### src/rtl/if_id_stage_reg.sv
// IF/ID stage register with a 2-entry skid buffer (main + skid) feeding decode/extender.
// Splits the held instruction into register/immediate fields and counts flush-dropped entries.
module if_id_stage_reg #(
    parameter int unsigned DATA_W = 32,
    parameter int unsigned CNT_W  = 8
) (
    input  logic              clk_i,
    input  logic              rst_i,
    input  logic [DATA_W-1:0] instr_i,
    input  logic [DATA_W-1:0] pc_i,
    input  logic              in_valid_i,
    output logic              in_ready_o,
    input  logic              flush_i,
    output logic              out_valid_o,
    input  logic              out_ready_i,
    output logic [DATA_W-1:0] pc_o,
    output logic [4:0]        opcode_o,
    output logic [4:0]        rd_o,
    output logic [4:0]        rs1_o,
    output logic [11:0]       dataA_o,
    output logic [4:0]        dataB_o,
    output logic              ext_ctrl_o,
    output logic [CNT_W-1:0]  flush_cnt_o
);

    localparam int unsigned SUM_W = CNT_W + 2;
    localparam logic [SUM_W-1:0] CNT_MAX = {2'b00, {CNT_W{1'b1}}};

    logic              m_valid_q, m_valid_d;
    logic [DATA_W-1:0] m_instr_q, m_instr_d;
    logic [DATA_W-1:0] m_pc_q,    m_pc_d;
    logic              s_valid_q, s_valid_d;
    logic [DATA_W-1:0] s_instr_q, s_instr_d;
    logic [DATA_W-1:0] s_pc_q,    s_pc_d;
    logic [CNT_W-1:0]  cnt_q,     cnt_d;

    logic             in_x;
    logic             out_x;
    logic [1:0]       drop_inc;
    logic [SUM_W-1:0] cnt_sum;

    always_ff @(posedge clk_i or posedge rst_i) begin
        if (rst_i) begin
            m_valid_q <= 1'b0;
            m_instr_q <= '0;
            m_pc_q    <= '0;
            s_valid_q <= 1'b0;
            s_instr_q <= '0;
            s_pc_q    <= '0;
            cnt_q     <= '0;
        end else begin
            m_valid_q <= m_valid_d;
            m_instr_q <= m_instr_d;
            m_pc_q    <= m_pc_d;
            s_valid_q <= s_valid_d;
            s_instr_q <= s_instr_d;
            s_pc_q    <= s_pc_d;
            cnt_q     <= cnt_d;
        end
    end

    // Skid control: skid only ever holds the entry younger than main, so order is kept.
    always_comb begin
        m_valid_d = m_valid_q;
        m_instr_d = m_instr_q;
        m_pc_d    = m_pc_q;
        s_valid_d = s_valid_q;
        s_instr_d = s_instr_q;
        s_pc_d    = s_pc_q;
        cnt_d     = cnt_q;

        in_x     = in_valid_i & ~s_valid_q;
        out_x    = m_valid_q & out_ready_i;
        drop_inc = 2'(m_valid_q & ~out_x) + 2'(s_valid_q) + 2'(in_x);
        cnt_sum  = SUM_W'(cnt_q) + SUM_W'(drop_inc);

        if (flush_i) begin
            m_valid_d = 1'b0;
            s_valid_d = 1'b0;
            cnt_d     = (cnt_sum > CNT_MAX) ? CNT_W'(CNT_MAX) : cnt_sum[CNT_W-1:0];
        end else if (!m_valid_q) begin
            if (in_x) begin
                m_valid_d = 1'b1;
                m_instr_d = instr_i;
                m_pc_d    = pc_i;
            end
        end else if (out_x) begin
            if (s_valid_q) begin
                m_instr_d = s_instr_q;
                m_pc_d    = s_pc_q;
                s_valid_d = 1'b0;
            end else if (in_x) begin
                m_instr_d = instr_i;
                m_pc_d    = pc_i;
            end else begin
                m_valid_d = 1'b0;
            end
        end else if (in_x) begin
            s_valid_d = 1'b1;
            s_instr_d = instr_i;
            s_pc_d    = pc_i;
        end
    end

    // Field slices of the main entry; sign extension belongs to the extender.
    assign in_ready_o  = ~s_valid_q;
    assign out_valid_o = m_valid_q;
    assign pc_o        = m_pc_q;
    assign opcode_o    = m_instr_q[31:27];
    assign dataB_o     = m_instr_q[26:22];
    assign rd_o        = m_instr_q[21:17];
    assign rs1_o       = m_instr_q[16:12];
    assign dataA_o     = m_instr_q[11:0];
    assign ext_ctrl_o  = (m_instr_q[31:30] == 2'b10);
    assign flush_cnt_o = cnt_q;

endmodule

### config.mk
export PLATFORM = sky130hd
export DESIGN_NAME = if_id_stage_reg
export DESIGN_NICKNAME = d
export VERILOG_FILES = /design/src/rtl/if_id_stage_reg.sv
export SDC_FILE = /design/constraint.sdc
export NUM_CORES = 1
export LEC_CHECK = 0
export BUFFER_PORTS_ARGS = -buffer_cell sky130_fd_sc_hd__clkbuf_2
export CAP_MARGIN = 20
export CORE_MARGIN = 2
export CORE_UTILIZATION = 53
export CTS_CLUSTER_DIAMETER = 150
export CTS_CLUSTER_SIZE = 12
export DETAILED_ROUTE_END_ITERATION = 16
export GPL_TIMING_DRIVEN = 0
export PLACE_DENSITY = 0.8
export SYNTH_ARGS = -nofsm -noshare
export SYNTH_HDL_FRONTEND = slang
export SYNTH_SLANG_ARGS = --single-unit
### constraint.sdc
create_clock -name clk_i -period 6.8 [get_ports clk_i]
set_input_delay 2.04 -clock clk_i [delete_from_list [all_inputs] [get_ports clk_i]]
set_output_delay 2.04 -clock clk_i [all_outputs]
set_load 0.005 [all_outputs]
== Word level (Yosys, flattened, before mapping) ==
Cells that the tools add are included.
Storage, ports and cells
  register bits: 138
  input bits: 69
  word-level logic and storage cells: 43
Cells by class
  add/sub/neg operators: 3
  $lt $le $gt $ge: 1
  equal/unequal tests: 2
  multiplexer cells: 18
  bitwise operators: 7
  reductions and logical operators: 5
Operators by type and width (count)
  2-to-1 mux 32 bit: 8
  adder 8 x 2 -> 9 bit: 1
  > comparator 9 x 8 -> 1 bit (second input constant): 1
  2-to-1 mux 1 bit: 9
  2-to-1 mux 8 bit: 1
  adder 2 x 1 -> 2 bit: 2
  AND reduction 2 bit: 2
  AND reduction 4 bit: 1
  NOT 1 bit: 3
  nonzero test 3 bit: 1
  AND 1 bit: 2
  AND 1 x 2 -> 2 bit: 1
  == test 2 bit (second input constant): 1
  != test 2 x 1 -> 1 bit (second input constant): 1
  NOT 1 -> 2 bit: 1
  nonzero test 2 bit: 1

== Longest topological paths before layout ==
  depth after elaboration: 8
  depth in mapped cells: 11
  mapped depth without buffers: 10

== Worst setup path after synthesis ==
No wires, ideal clock.
  kind: input to register
  start point: input in_valid_i
  end point: register cnt_q[2], in the netlist flush_cnt_o[2]
  data arrival time: 4321 ps
  path slack: 2397 ps
  stages on the path: 11
  buffers on the path: 2
  cells stage by stage: nand2b_1 > buf_2 > clkbuf_1 > fa_1 > inv_1 > ha_1 > inv_1 > fa_1 > nand3b_1 > or3_1 > o21ai_0
On the way
  word-level cells in the longest chain between the ends: 5
RTL lines
  start, declared: line 11  | input logic in_valid_i,
  AND 1 bit (*): line 72  | in_x = in_valid_i & ~s_valid_q;
  adder 2 x 1 -> 2 bit (*): line 74  | drop_inc = 2'(m_valid_q & ~out_x) + 2'(s_valid_q) + 2'(in_x);
  adder 8 x 2 -> 9 bit (*): line 75  | cnt_sum = SUM_W'(cnt_q) + SUM_W'(drop_inc);
  > comparator 9 x 8 -> 1 bit: line 80  | cnt_d = (cnt_sum > CNT_MAX) ? CNT_W'(CNT_MAX) : cnt_sum[CNT_W-1:0];
  2-to-1 mux 8 bit (*): line 80
  end signal, assigned: line 58  | cnt_q <= cnt_d;
  end, declared: line 35  | logic [CNT_W-1:0] cnt_q, cnt_d;
Every way passes the cells marked *; elsewhere a longest branch is shown, timed or not.
A chain may end at the register's enable or synchronous reset.

== Final worst setup path ==
Ends and elaborated chain as after synthesis.

==> results.sh <==
export IMPL_switchingPower_mw=0.677
export IMPL_floorplan_core_area_mm2=0.0104
export IMPL_min_delay_path_class="flip-flop to flip-flop"
export IMPL_cts_hold_buf=0
export IMPL_via_count=4290
export IMPL_antenna_found_initial=0
export IMPL_combPwrFrac_pct=19.0
export IMPL_setup_worst_path_end_class="flip-flop"
export IMPL_status="completed"
export IMPL_reg2reg_depth=11
export IMPL_slowest_stage_cell_crit_path="sky130_fd_sc_hd__fa_1"
export IMPL_leakage_nw=3.31
export IMPL_top_level_ports=144
export IMPL_internal_power_of_the_cells_mw=1.81
export IMPL_hold_path_cell_count=1
export IMPL_slew_violations=0
export IMPL_cp_start_kind="input pin"
export IMPL_fin_crit_ps=4470
export IMPL_power_mw=2.49
export IMPL_drc=0
export IMPL_synth_edf_count=0
export IMPL_synth_top_cells_by_area="sky130_fd_sc_hd__dfrtp_1 (61%), sky130_fd_sc_hd__mux2_2 (11%), sky130_fd_sc_hd__a2bb2oi_1 (9.9%)"
export IMPL_achievable_frequency_ghz=0.224
export IMPL_finalHoldViolCount=0
export IMPL_yosysSeqAreaShare_pct=60.8
export IMPL_clock_tree_root_cell="sky130_fd_sc_hd__clkbuf_8"
export IMPL_die_width_um=108
export IMPL_hpwlAfterDp_um=9350
export IMPL_postSynthCellCount=419
export IMPL_layout_cell_share_with_drive_strength_beyond_1_pct=41.7
export IMPL_cts_made_buffers=17
export IMPL_maxSlewHeadroom_pct=41.5
export IMPL_pin_count_of_the_biggest_net_entering_global_routing=71
export IMPL_final_util_pct=69.1
export IMPL_synthesis_yosys_warnings=0
export IMPL_vias_in_the_first_global_route=4602
export IMPL_synth_largest_area_cell="sky130_fd_sc_hd__dfrtp_1"
export IMPL_port_buffers=143
export IMPL_cp_data_arrival_time_ps=4910
export IMPL_setup_tns_ps=0
export IMPL_timing_critical_path_slowest_cell_delay_ps=520
export IMPL_timing_setup_critical_path_class="input pin to flip-flop"
export IMPL_maxCapViolations=0
export IMPL_skew_pair_late_insertion_delay_ps=520
export IMPL_layout_setup_ws_ps=2330
export IMPL_placementRows=37
export IMPL_dominantRegCellSynth="sky130_fd_sc_hd__dfrtp_1"
export IMPL_final_nets=655
export IMPL_finalNonFillerCells=731
export IMPL_globalRouteOverflowTotal=0
export IMPL_layout_area_overhead_vs_synth_pct=26.1
export IMPL_worst_pin_slew_ps=875
export IMPL_netSwitchingFraction_pct=27.2
export IMPL_clock_sinks=138
export IMPL_yosys_area_top_type_share_pct=60.8
export IMPL_syn_area_mm2=0.00568
export IMPL_postSynth_asyncResetShare_pct=100
export IMPL_critPathMaxFanout=10
export IMPL_mean_area_per_synthesized_cell_um2=13.6
export IMPL_place_worst_setup_slack_ps=1870
export IMPL_grt_pass1_wl_um=23000
export IMPL_cts_reportedPaths_clkPinSlew_ps=60
export IMPL_cts_tree="built"
export IMPL_mostFrequentLayoutCell="sky130_fd_sc_hd__clkbuf_2"
export IMPL_ctsHtreeMaxLevel=4
export IMPL_share_clk_of_total_power_pct=34.6
export IMPL_p_seq_share_pct=46.4
export IMPL_final_cell_mix="sky130_fd_sc_hd__clkbuf_2 (143), sky130_fd_sc_hd__dfrtp_1 (138), sky130_fd_sc_hd__o22ai_1 (64), sky130_fd_sc_hd__a2bb2oi_1 (64), sky130_fd_sc_hd__mux2_2 (53)"
export IMPL_floorplan_initialDensity_pct=54.8
export IMPL_clockBufferDepth=2
export IMPL_dieArea_mm2=0.0116
export IMPL_worstPathRequired_ps=7240
export IMPL_place_detailed_instances=699
export IMPL_worst_clock_skew_ps=9.39
export IMPL_drt_wl_total_um=14000
export IMPL_postCtsResizedCells=0
export IMPL_routed_wirelength_normalized_by_instance_count_um=19.2
export IMPL_crit_share_post_route_pct=65.8
export IMPL_viasPerCell=5.87
export IMPL_floorplan_die_height_um=108
export IMPL_final_fill_count=749
export IMPL_irDropWorstVdd_uv=180
export IMPL_power_per_cell_area_mw_per_mm2=347
export IMPL_synth_fp_nets=492
export IMPL_route_antenna_remaining_nets=0
export IMPL_detailedRoute_firstIterationViolations=189
export IMPL_finalWeightedCongestion=0.785
export IMPL_yosys_cell_types_count=32
export IMPL_grt_total_usage_pct=25.9
export IMPL_setup_viol=0
export IMPL_synthesis_stage_register_bit_count=138
export IMPL_diodes=0
export IMPL_post_cts_setup_buffer_count=0
export IMPL_worstPathCellList="clkbuf_2 > nand2b_1 > buf_2 > clkbuf_1 > fa_1 > inv_1 > ha_1 > inv_1 > fa_1 > nand3b_1 > or3_1 > o21ai_0"
export IMPL_grt_setup_unrepaired="no"
export IMPL_detail_route_first_pass_iterations=4
[path summary, 6_finish.rpt]
check | from | to | slack (ps)
setup / recovery | in_valid_i | flush_cnt_o[2]$_DFFE_PP0P_ | 2330
min in group asynchronous | rst_i | m_instr_q[26]$_DFFE_PP0P_ | 1610
setup reg to reg | s_valid_q$_DFFE_PP0P_ | flush_cnt_o[2]$_DFFE_PP0P_ | 3470
hold reg to reg | s_instr_q[21]$_DFFE_PP0P_ | s_instr_q[21]$_DFFE_PP0P_ | 490
max in group asynchronous | rst_i | pc_o[31]$_DFFE_PP0P_ | 4460
hold / removal | s_instr_q[21]$_DFFE_PP0P_ | s_instr_q[21]$_DFFE_PP0P_ | 490
[sequential cells by signal, summed over array words and instances (netlist names)]
signal and cells:
m_instr_q 32, out_valid_o 1, s_instr_q 32, s_valid_q 1, s_pc_q 32, flush_cnt_o 8
pc_o 32
[power by group through the flow]
stage	logic, mW	registers, mW	clock network, mW
6_report	0.472	1.15	0.860
3_3_place_gp	0.448	1.15	0
5_1_grt	0.522	1.18	0.913
3_5_place_dp	0.470	1.16	0
2_1_floorplan	0.279	1.14	0
4_1_cts	0.478	1.15	0.879
[critical path: cells and delay by family]
family	cells	cell delay [ps]
compound gates	1	100
fa+ha+maj	3	1090
simple gates	3	800
buf+inv	5	880
[metal layers]
layer,track usage (%),vias up,part of all wire (%)
met5,0,-,0
met1,33.2,2197,43
met3,5.99,20,4.3
met2,41.4,129,51
li1,-,1944,-
met4,12.8,0,2.0
[stage by stage]
step                      area [um2]  hold WS, ps
after floorplan                 5680          459
after global placement          6570          468
after detailed placement        6600          476
after CTS                       7160          489
after global routing            7160          505
final                           7160          486
[logic make-up after synthesis]
family	synth area share, %
simple gates	2.25
buf+inv	3.90
fa+ha+maj	1.15
compound gates	18.6
mux	13.3
flops	60.8
[synthesized netlist by cell type (2+ instances only)]
master / n
sky130_fd_sc_hd__dfrtp_1: 138
sky130_fd_sc_hd__a2bb2oi_1: 64
sky130_fd_sc_hd__o22ai_1: 64
sky130_fd_sc_hd__mux2_2: 53
sky130_fd_sc_hd__clkbuf_1: 17
sky130_fd_sc_hd__mux2_1: 13
sky130_fd_sc_hd__buf_2: 9
sky130_fd_sc_hd__inv_1: 9
sky130_fd_sc_hd__nand2_1: 8
sky130_fd_sc_hd__a21oi_1: 7
sky130_fd_sc_hd__buf_6: 6
sky130_fd_sc_hd__o21ai_0: 5
sky130_fd_sc_hd__buf_1: 2
sky130_fd_sc_hd__fa_1: 2
sky130_fd_sc_hd__ha_1: 2
sky130_fd_sc_hd__nand3_1: 2
sky130_fd_sc_hd__nor3_1: 2
sky130_fd_sc_hd__or3_1: 2
[area by class of cell]
type                       count  area (um2)  area share, %
sequential                   138        3450           48.2
multi-input combinational    237        2000           28.0
timing repair buffer         144         743           10.4
clock buffer                  21         469           6.55
buffer                        34         184           2.57
tap                          136         170           2.38
clock inverter                11        95.1           1.33
inverter                      10        42.5          0.594
No activity file was read; power rests on OpenSTA's default activity.
